`src/rtl/pre_if_stage.sv`:
```
// pre_if_stage: PC generation and instruction-SRAM request stage feeding IF.
// Owns the PC of the instruction in IF, drives to_fs_valid/br_taken_cancel,
// issues the 1-cycle-latency synchronous inst_sram read and buffers branch
// redirects that arrive while IF is stalled.
// Optional feature macro: PRE_IF_EXC_REDIRECT_EN adds ex_flush/ex_entry,
// a top-priority exception redirect that does not wait for IF to accept.

module pre_if_stage #(
  parameter logic [31:0] RESET_PC = 32'h1c00_0000,
  parameter logic [31:0] PC_STEP  = 32'd4
) (
  input  logic        clk,
  input  logic        reset,
  input  logic        fs_allow_in,
  input  logic        br_taken,
  input  logic [31:0] br_target,
  output logic [31:0] pc,
  output logic        to_fs_valid,
  output logic        br_taken_cancel,
  output logic        inst_sram_en,
  output logic [31:0] inst_sram_addr
`ifdef PRE_IF_EXC_REDIRECT_EN
  ,
  input  logic        ex_flush,
  input  logic [31:0] ex_entry
`endif
);

  typedef enum logic [1:0] {
    ST_BOOT    = 2'd0,
    ST_RUN     = 2'd1,
    ST_BR_PEND = 2'd2
  } state_e;

  state_e      state_r;
  state_e      state_nxt_s;
  logic [31:0] pc_r;
  logic [31:0] pc_nxt_s;
  logic [31:0] br_buf_r;
  logic [31:0] br_buf_nxt_s;
  logic [31:0] br_target_al_s;
  logic [31:0] seq_pc_s;
  logic [31:0] nextpc_s;
  logic [31:0] sram_addr_s;
  logic        in_boot_s;
  logic        in_pend_s;
  logic        valid_s;
  logic        advance_s;
  logic        ex_flush_s;
  logic [31:0] ex_entry_s;
  logic [1:0]  state_bits_s;

`ifdef PRE_IF_EXC_REDIRECT_EN
  assign ex_flush_s = ex_flush;
  assign ex_entry_s = ex_entry;
`else
  assign ex_flush_s = 1'b0;
  assign ex_entry_s = 32'h0000_0000;
`endif

  // Low two target bits are dropped; misalignment is not trapped in this stage.
  assign br_target_al_s = br_target & 32'hffff_fffc;
  assign seq_pc_s       = pc_r + PC_STEP;

  // Decode state into flags; an illegal encoding behaves like BOOT and recovers to RUN.
  always_comb begin
    in_boot_s = 1'b0;
    in_pend_s = 1'b0;
    case (state_r)
      ST_BOOT:    in_boot_s = 1'b1;
      ST_RUN:     in_pend_s = 1'b0;
      ST_BR_PEND: in_pend_s = 1'b1;
      default:    in_boot_s = 1'b1;
    endcase
  end

  assign valid_s   = !in_boot_s && !reset;
  assign advance_s = valid_s && fs_allow_in;

  // Select the next PC: exception, then live branch, then buffered branch, then sequential.
  always_comb begin
    nextpc_s = seq_pc_s;
    if (ex_flush_s) begin
      nextpc_s = ex_entry_s;
    end else if (br_taken) begin
      nextpc_s = br_target_al_s;
    end else if (in_pend_s) begin
      nextpc_s = br_buf_r;
    end else begin
      nextpc_s = seq_pc_s;
    end
  end

  // Read the next PC when the fetch moves on; otherwise re-read pc so IF sees stable data.
  always_comb begin
    sram_addr_s = pc_r;
    pc_nxt_s    = pc_r;
    if (advance_s || in_boot_s || ex_flush_s) begin
      sram_addr_s = nextpc_s;
      pc_nxt_s    = nextpc_s;
    end else begin
      sram_addr_s = pc_r;
      pc_nxt_s    = pc_r;
    end
  end

  // Next-state and redirect-buffer logic; newest unaccepted branch overwrites the buffer.
  always_comb begin
    state_nxt_s  = state_r;
    br_buf_nxt_s = br_buf_r;
    if (ex_flush_s) begin
      state_nxt_s = ST_RUN;
    end else if (br_taken && !advance_s) begin
      br_buf_nxt_s = br_target_al_s;
      state_nxt_s  = ST_BR_PEND;
    end else if (in_boot_s) begin
      state_nxt_s = ST_RUN;
    end else if (in_pend_s && advance_s) begin
      state_nxt_s = ST_RUN;
    end else begin
      state_nxt_s = state_r;
    end
  end

  // State, PC and redirect buffer registers; reset discards any buffered redirect.
  always_ff @(posedge clk) begin
    if (reset) begin
      state_r  <= ST_BOOT;
      pc_r     <= RESET_PC - PC_STEP;
      br_buf_r <= 32'h0000_0000;
    end else begin
      state_r  <= state_nxt_s;
      pc_r     <= pc_nxt_s;
      br_buf_r <= br_buf_nxt_s;
    end
  end

  assign pc              = pc_r;
  assign to_fs_valid     = valid_s;
  assign br_taken_cancel = (br_taken || ex_flush_s) && !reset;
  assign inst_sram_en    = !reset;
  assign inst_sram_addr  = sram_addr_s;

  assign state_bits_s = state_r;

  pre_if_stage_chk u_chk (
    .clk             (clk),
    .reset           (reset),
    .state_bits      (state_bits_s),
    .to_fs_valid     (to_fs_valid),
    .inst_sram_en    (inst_sram_en),
    .br_taken        (br_taken),
    .br_taken_cancel (br_taken_cancel)
  );

endmodule

// pre_if_stage_chk: invariants of the pre-IF stage, kept apart from the datapath.
module pre_if_stage_chk (
  input logic       clk,
  input logic       reset,
  input logic [1:0] state_bits,
  input logic       to_fs_valid,
  input logic       inst_sram_en,
  input logic       br_taken,
  input logic       br_taken_cancel
);

  a_sram_en: assert property (@(posedge clk) inst_sram_en == !reset);

  a_state_legal: assert property (@(posedge clk) disable iff (reset)
    state_bits != 2'd3);

  a_boot_not_valid: assert property (@(posedge clk) disable iff (reset)
    (state_bits == 2'd0) |-> !to_fs_valid);

  a_cancel: assert property (@(posedge clk) disable iff (reset)
    br_taken |-> br_taken_cancel);

endmodule

```
`config.mk`:
```
export PLATFORM = sky130hd
export DESIGN_NAME = pre_if_stage
export DESIGN_NICKNAME = d
export VERILOG_FILES = /design/src/rtl/pre_if_stage.sv
export SDC_FILE = /design/constraint.sdc
export NUM_CORES = 1
export LEC_CHECK = 0
export ABC_AREA = 1
export CORE_MARGIN = 3
export CORE_UTILIZATION = 50
export CTS_CLUSTER_SIZE = 10
export DETAILED_ROUTE_END_ITERATION = 8
export HOLD_SLACK_MARGIN = 0.08
export PLACE_DENSITY = 0.81
export REMOVE_ABC_BUFFERS = 1
export SLEW_MARGIN = 20
export SYNTH_ARGS = -nofsm -noshare
export SYNTH_HDL_FRONTEND = slang
export SYNTH_SLANG_ARGS = --single-unit
```
`constraint.sdc`:
```
create_clock -name clk -period 2.6 [get_ports clk]
set_input_delay 0.52 -clock clk [delete_from_list [all_inputs] [get_ports clk]]
set_output_delay 0.52 -clock clk [all_outputs]
set_load 0.03 [all_outputs]
```
[Word-level counts from Yosys, hierarchy flattened]
Index checks and enable logic that the tools add are counted.
Storage, ports and cells
  register bits: 64
  bits in latches: 0
  RAM bits: 0
  memory bits (read-only): 0
  input port bits: 36
  output and inout port bits: 67
  memories: 0
Cells by class
  add/sub/neg operators: 1
  multiply operators: 0
  divide/modulo/power cells: 0
  order comparisons: 0
  equality and inequality tests: 4
  shift operators: 0
  multiplexer cells: 8
  bitwise operators: 0
  reduce and logical (&&, ||, !) cells: 10
Operators with widths (count)
  $mux W32: 3
  $add A32 B3 Y32 const B: 1
  $mux W2: 3
  $logic_and A1 B1 Y1: 5
  $reduce_or A2 Y1: 2
  $ne A3 B1 Y1 const B: 1
  $eq A2 B1 Y1 const B: 1
  $eq A2 B2 Y1 const B: 1
  $logic_not A1 Y1: 2
  $mux W1: 2
  $ne A2 B1 Y1 const B: 1
  $logic_or A1 B1 Y1: 1

[Longest topological paths before layout]
Gate-level depths: netlist of the first run.
  depth in word-level cells: 8
  gate-level depth with buffers: 12

[Worst setup path after synthesis of the first run]
No wires, ideal clock.
  path type: register -> output
  start point: reg state_r[0], in the netlist state_bits_s[0]
  end point: out inst_sram_addr[10]
  arrival: 2.009 ns
  required time: 2.080 ns
  path slack: 0.071 ns
  cell stages (with the launch flop): 11
  path buffers: 1
  path through: dfxtp_1 -> inv_1 -> ha_1 -> nor2_2 -> nand2_4 -> inv_4 -> nor2_8 -> inv_4 -> buf_6 -> o211ai_1 -> nand2_1
Between the ends
  longest elaborated chain between the ends: 6
RTL lines
  start: declaration: line 35  | state_e state_r;
  start signal: assignment: line 132  | state_r <= state_nxt_s;
  $eq A2 B2 Y1 / $eq A2 B1 Y1 (equally long branches): line 69  | case (state_r)
  $reduce_or A2 Y1 (no source line) *
  $logic_and A1 B1 Y1 *: line 77  | assign valid_s = !in_boot_s && !reset;
  via to_fs_valid: line 18  | output logic to_fs_valid,
  $logic_and A1 B1 Y1 *: line 78  | assign advance_s = valid_s && fs_allow_in;
  $logic_or A1 B1 Y1 *: line 98  | if (advance_s || in_boot_s || ex_flush_s) begin
  $mux W32 *: line 98
  end: declaration: line 21  | output logic [31:0] inst_sram_addr
Mark *: on every way through the listed nets, which the timed path passes. The rest lies on a longest branch.

[Worst setup path in the final report of the first run]
  start point: reg state_r[0], in the netlist state_bits_s[0]
  end point: out inst_sram_addr[8]
Between the ends
  longest elaborated chain between the ends: 6
RTL lines (line)
  $eq A2 B2 Y1 / $eq A2 B1 Y1 (equally long branches): 69
  $reduce_or A2 Y1 (no source line)
  $logic_and A1 B1 Y1: 77
  $logic_and A1 B1 Y1: 78
  $logic_or A1 B1 Y1: 98
  $mux W32 *: 98
Mark *: on every way between the ends. The rest lies on a longest branch, timed or not.

==> key figures, run 1 <==
Timing
  • Hold Slack: around 0.46 ns
  • Setup TNS: 0 ns
  • Final setup violation count: 0
  • Slew HR: 64.6%
  • Unrepaired setup endpoints after global routing: yes
  • Ratio of final minimum period to clock period: 99.8%
  • Endpoints failing hold: 0
  • Layout Skew: 0.0121 ns
  • Final min period: between 2 and 3 ns
  • Max Clk Rate: between 0.3 and 0.4 GHz
  • Worst Max-Slew Pin Slew: 0.529 ns
  • Setup ws final: 0.00477 ns
  • Fin. max-slew vios: 0

Detailed routing
  • Drt total wl: 13.3 mm
  • DR iter-0 viols: 361
  • Total vias in the final route: 4705
  • Vias/cell: 5.33
  • ANT nets after route: 0
  • Avg WL per Cell: around 15 um
  • Drt first pass iters: 5
  • Residual DRC count: 0

Critical path
  • Worst setup EP type: output port
  • Critical Path RT: between 2 and 2.5 ns
  • Crit Path Class: flip-flop to output port
  • CP max FO: 4
  • Worst Path Arrival: ~2.1 ns
  • CP startpoint kind: flip-flop

Power
  • Switching Share: 43.3%
  • Max IR drop VDD: just over 400 uV
  • Pwr Density: about 770 nW/um^2
  • Comb pwr share: 51.7%
  • Seq pwr share: 28.2%
  • Leakage power: 0.00272 uW
  • Overall Power: 4430 uW
  • Internal power: 2510 uW
  • Clock group share of total power: 20.1%
  • Net switching power figure: ~1900 uW

Synthesis
  • Asr flop ratio synth: 0%
  • Syn Inst Count: 657
  • Synth Area in Compound Gates: 16.2%
  • Post-synth top area cell: dfxtp_1
  • Top_reg_cell synth: dfxtp_1
  • Sequential element share of the synthesized area: 31.8%
  • Seq cells post-synth: 64
  • XOR/XNOR Fraction of Synth Area: 1.09%
  • Synth Area in Adders: 0.931%
  • Synth unique cells: 39
  • Synth top area share: 31.8%
  • Simple-Gate Fraction of Synth Area: 37.5%
  • Post-Syn Area per Cell: just over 6 um^2
  • Largest family of logic cells by synthesized area: simple AND/OR/NAND/NOR gates
  • Main area contributors after synthesis: dfxtp_1 (32%), nand2_1 (18%), inv_1 (7.6%)
  • Ys Warns: 0
  • Mux cell area share after synthesis: 0%
  • Number of synthesized flops with an enable pin: 0
  • Synthesized area: 4030 um^2

Floorplanning
  • Die area: 9180 um^2
  • Die X: between 90 and 100 um
  • IO Count: 103
  • Die H: 95.8 um
  • Core Region: 7770 um^2
  • Initial Utilization: 51.9%
  • Row count: 32

Global routing
  • Total congestion overflow: 0
  • Vias in the first global route: 4403
  • Pin count of the biggest net entering global routing: 33
  • Antenna violations before repair: 0
  • First-pass GRT wire length: 20.8 mm
  • GRT Total Usage: 29.0%

Place
  • Port-buffer cells: 100
  • Setup slack at placement: -0.0580 ns
  • DP HPWL: 9.23 mm
  • Gpl congestion: 0.955

Run
  • Number of max-cap violations: 0

Cells and area
  • Final nets: 814
  • Share of cells above drive strength 1: 23.6%
  • Ant. Diodes: 0
  • Most frequent cells in the layout: nand2_1 (188), inv_1 (80), clkdlybuf4s50_1 (64)
  • Commonest non-fill, non-tap cell in the layout: nand2_1
  • Util after Layout: between 70 and 80%
  • Area delta synth->final: 43.3%

Clock tree
  • Clk_lat worst skew: 0.35 ns
  • Clk buf depth: 2
  • CTS tree: yes
  • Htree depth: 3
  • Root buffer cell: clkbuf_8
  • Total CTS buffers: 9
  • Clk slew on worst S/H paths: 0.07 ns
  • Clock Sinks: 64

Status
  • Outcome: finished, final reports clean

Hold path
  • Min-Delay Path Class: flip-flop to flip-flop
-- final timing paths --
| check | end | from | slack, ns | cells past startpoint |
|---|---|---|---|---|
| worst max-delay path | inst_sram_addr[8] | state_bits_s[0]$_SDFFE_PP0P_ | 0.005 | 13 |
| worst min-delay path | br_buf_r[2]$_SDFFE_PP0P_ | br_buf_r[2]$_SDFFE_PP0P_ | 0.46 | 2 |
| worst max register to register | br_buf_r[31]$_SDFFE_PP0P_ | state_bits_s[0]$_SDFFE_PP0P_ | 0.71 | 10 |
| worst min register to register | br_buf_r[2]$_SDFFE_PP0P_ | br_buf_r[2]$_SDFFE_PP0P_ | 0.46 | 2 |
-- sequential cells by signal, indices dropped and copies added, names as in the netlist --
register / count
br_buf_r: 30
state_bits_s: 2
pc: 32
-- timing repair --
action / CTS / global route
endpoints found under the setup margin: 32 / 30
resized for setup: 12 / 82
setup buffers: 6 / 8
hold endpoints to repair: 0 / 0
hold buffers: 0 / 0
gates cloned: 2 / 1
pin swaps: 4 / 22
-- metal layers --
| metal | vias up | GRT usage (%) | wire length, um |
|---|---|---|---|
| li1 | 2304 | - | - |
| met1 | 2170 | 38.4 | 5530 |
| met2 | 215 | 48.1 | 6530 |
| met3 | 16 | 4.14 | 1080 |
| met4 | 0 | 10.2 | 172 |
| met5 | - | 0 | 0 |
-- metrics by stage --
step | instance area (um^2) | std cells
floorplan | 3870 | 627
global placement | 5100 | 849
detailed placement | 5100 | 849
CTS | 5450 | 873
global route | 5780 | 882
finish | 5780 | 882
-- power by group through the flow --
stage               Combinational (uW)  Clock, uW  Sequential (uW)
floorplan                         1110          0             1360
global placement                  1930          0             1240
detailed placement                1960          0             1250
CTS                               2060        895             1230
global route                      2470        935             1260
finish                            2290        891             1250
-- kinds of logic after synthesis --
logic type / after synthesis
xor+xnor: 5
simple gates: 351
flops: 64
fa+ha+maj: 3
compound gates: 115
buf+inv: 119
-- Yosys cell counts, types with 2 or more instances --
master    number
inv_2          3
clkbuf_1      15
a21oi_1       52
ha_1           3
inv_4          2
nand3_1       57
o21ai_1       14
o21ai_0       26
buf_2          7
dfxtp_1       64
o211ai_1       3
inv_1         82
buf_6          5
nor2_4         3
nand2_2       11
clkinv_1       2
xnor2_1        2
nor2_2        10
o21ai_2        9
xor2_1         3
nor2_1        64
nand2_1      196
buf_4          2
a211oi_1       4
nor3_1         2
nand3b_1       3
-- final cells by class --
class | instances | area, um^2
clock buffer | 13 | 159
clock inverter | 3 | 40.0
fill | 650 | 1990
inverter | 89 | 355
multi-input combinational | 474 | 2400
sequential | 64 | 1310
tap | 102 | 128
timing repair buffer | 137 | 1390
-- worst max-delay path, stage by stage, from the launching register on --
cell,delay (ns)
dfxtp_2,0.35
inv_2,0.05
ha_4,0.22
nor2_4,0.14
nand2_4,0.08
inv_6,0.08
nor2_8,0.05
buf_12,0.14
clkbuf_16,0.16
a21oi_2,0.10
nand2_1,0.08
o21ai_2,0.07
inv_1,0.06
buf_6,0.13
Power figures use the tool's default switching activity.
==> run 2: changes to the inputs <==
- CTS_CLUSTER_SIZE: 10 -> 20
==> results of run 2 <==
Final layout, timing and power as in run 1 (identical DEF).
==> run 3: changes to the inputs <==
- CORE_UTILIZATION: 50 -> 40
- PLACE_DENSITY: 0.81 -> 0.67
==> run 3 against run 2 <==
Compared with the run above:
- critical path depth shrank 1
- largest power group unchanged
- global-route usage shrank 5.2 points
- critical endpoint is now inst_sram_addr[13]
- fmax grew 2.2%
- highest routed layer unchanged
- die area grew 23%
- flip-flop and latch count is the same
- cell count grew 7.8%
==> key figures, run 3 (synthesis results as in run 1) <==
Cells and area
  • Commonest non-fill, non-tap cell in the layout: nand2_1
  • # fillers: 942
  • Util after Layout: just over 60%
  • Most frequent cells in the layout: nand2_1 (193), buf_4 (94), inv_1 (79)
  • Ant. Diodes: 0
  • Final nets: 852
  • Reg area: 1290 um^2
  • Multi-input logic area: 2360 um^2
  • Share of cells above drive strength 1: 24.3%
  • Final Non-Filler Cells: 951
  • Number of flip-flops in the largest register: 32
  • Area delta synth->final: 46.4%

Clock tree
  • Clk_lat worst skew: 0.35 ns
  • Root buffer cell: clkbuf_8
  • Htree depth: 3
  • Clk buf depth: 2
  • Cts hold-fix bufs: 0
  • Clock Sinks: 64
  • CTS tree: yes
  • Clk slew on worst S/H paths: around 0.070 ns
  • Total CTS buffers: 9

Power
  • Seq pwr share: 26.6%
  • Comb pwr share: 52.1%
  • Leakage power: 0.00283 uW
  • Internal power: ~2600 uW
  • Max IR drop VDD: ~380 uV
  • Switching Share: 42.6%
  • Clock group share of total power: 21.3%
  • Net switching power figure: about 1900 uW
  • Pwr Density: 757 nW/um^2

Timing
  • Ratio of final minimum period to clock period: 97.7%
  • Fin. max-slew vios: 0
  • Slew HR: 64.2%
  • Final setup violation count: 0
  • Worst Max-Slew Pin Slew: 0.535 ns
  • Final min period: 2.54 ns
  • Hold Slack: 0.465 ns
  • Endpoints failing hold: 0
  • Unrepaired setup endpoints after global routing: yes
  • Setup TNS: 0 ns
  • Layout Skew: 0.00856 ns
  • Max Clk Rate: 0.394 GHz

Floorplanning
  • Initial Utilization: 41.3%
  • Core Region: 9770 um^2
  • Row count: 36
  • Die H: 106 um
  • Die X: roughly 110 um
  • IO Count: 103
  • Die area: 11300 um^2

Global routing
  • Vias in the first global route: 4495
  • Antenna violations before repair: 0
  • Total congestion overflow: 0
  • Pin count of the biggest net entering global routing: 28
  • GRT Total Usage: 23.8%
  • First-pass GRT wire length: 21.7 mm

Hold path
  • Min-Delay Path Class: flip-flop to flip-flop
  • Worst Hold Depth: 2
  • Hold endpoint: br_buf_r[21]$_SDFFE_PP0P_
  • Worst min-delay path startpoint: br_buf_r[21]$_SDFFE_PP0P_

Critical path
  • Worst flop-to-flop path endpoint: br_buf_r[16]$_SDFFE_PP0P_
  • Crit-path cells: inv_2 > ha_4 > nor2_4 > nand2_4 > inv_6 > nor2_4 > buf_4 > a21oi_1 > nand2_1 > o21ai_2 > inv_1 > buf_4
  • Critical Path RT: 2.08 ns
  • Worst Path Arrival: 2.02 ns
  • CP startpoint kind: flip-flop
  • Worst r2r path cells: 10
  • CP max stage cell: dfxtp_2
  • FF-to-FF Start: state_bits_s[0]$_SDFFE_PP0P_
  • Crit Path Class: flip-flop to output port
  • Worst R2R Setup Slack: 0.70 ns
  • CP max FO: 6
  • CP max stage delay: around 0.35 ns
  • Worst setup EP type: output port
  • Critical Path Source: state_bits_s[0]$_SDFFE_PP0P_

Detailed routing
  • DR iter-0 viols: slightly above 200
  • Drt total wl: 13.4 mm
  • Residual DRC count: 0
  • Drt first pass iters: 5
  • Total vias in the final route: 4709
  • Vias/cell: 4.95
  • Avg WL per Cell: 14.1 um
  • ANT nets after route: 0

Place
  • DP HPWL: 10.0 mm
  • Port-buffer cells: 100
  • Inst Count DP: between 900 and 1000
  • Gpl congestion: 0.882

Run
  • Number of max-cap violations: 0

Status
  • Outcome: finished, final reports clean
## run 3: changes by cell type in the layout (fill, tap and decap cells not counted), moves of 3 or more
cell     before  now
a21oi_1      33   50
a21oi_2      18    3
buf_4        43   94
buf_6        22    9
dfxtp_1      44   57
dfxtp_2      19    6
nand2_1     188  193
nand2_2      19   14
nor2_1       60   54
nor2_2       11   15
nor2_4        6    9
## run 3: how the worst max path moves through the flow
stage	end	slack, ns
floorplan	inst_sram_addr[3]	-0.38
detailed placement	inst_sram_addr[15]	-0.30
CTS	inst_sram_addr[4]	0.003
global placement	inst_sram_addr[15]	-0.29
global route	inst_sram_addr[25]	-0.1
finish	inst_sram_addr[13]	0.06
## run 3: what timing repair did
action,CTS,global route
resized for setup,25,49
setup buffers,2,9
pin swaps,3,8
gates cloned,1,0
setup endpoints to repair,32,29
## run 3: stage by stage
step	area [um^2]	total power (uW)	setup slack, ns
finish	5910	4470	0.0610
global route	5910	4740	-0.0967
detailed placement	5440	3370	-0.298
CTS	5740	4380	0.00277
global placement	5440	3360	-0.294
floorplan	3870	2460	-0.381
## run 3: final cells by class
cell class | count | share of cell area (%)
multi-input combinational | 475 | 40.0
timing repair buffer | 174 | 25.7
clock inverter | 2 | 0.593
clock buffer | 14 | 3.09
sequential | 64 | 21.9
tap | 133 | 2.82
inverter | 89 | 5.91
## run 3: power groups by stage
| stage | Clock (uW) | Sequential, uW | Combinational, uW |
|---|---|---|---|
| 3_5_place_dp | 0 | 1210 | 2170 |
| 3_3_place_gp | 0 | 1200 | 2150 |
| 2_1_floorplan | 0 | 1360 | 1110 |
| 6_report | 953 | 1190 | 2330 |
| 5_1_grt | 1000 | 1210 | 2540 |
| 4_1_cts | 976 | 1190 | 2210 |
## run 3: critical path: cells and delay by family, from the launching register on
family,cells,cell delay (ns)
AO/OA/AOI/OAI,2,0.10
adder cells (fa/ha/maj),1,0.28
buffers and inverters,5,0.51
flip-flops,1,0.35
AND/OR/NAND/NOR,4,0.42
## run 3: per-layer routing
layer | GRT usage, % | vias to the layer above | share of wire (%)
met3 | 3.70 | 16 | 5.0
li1 | - | 2386 | -
met4 | 7.40 | 0 | 1.3
met2 | 40.5 | 125 | 48
met5 | 0 | - | 0
met1 | 30.9 | 2182 | 45
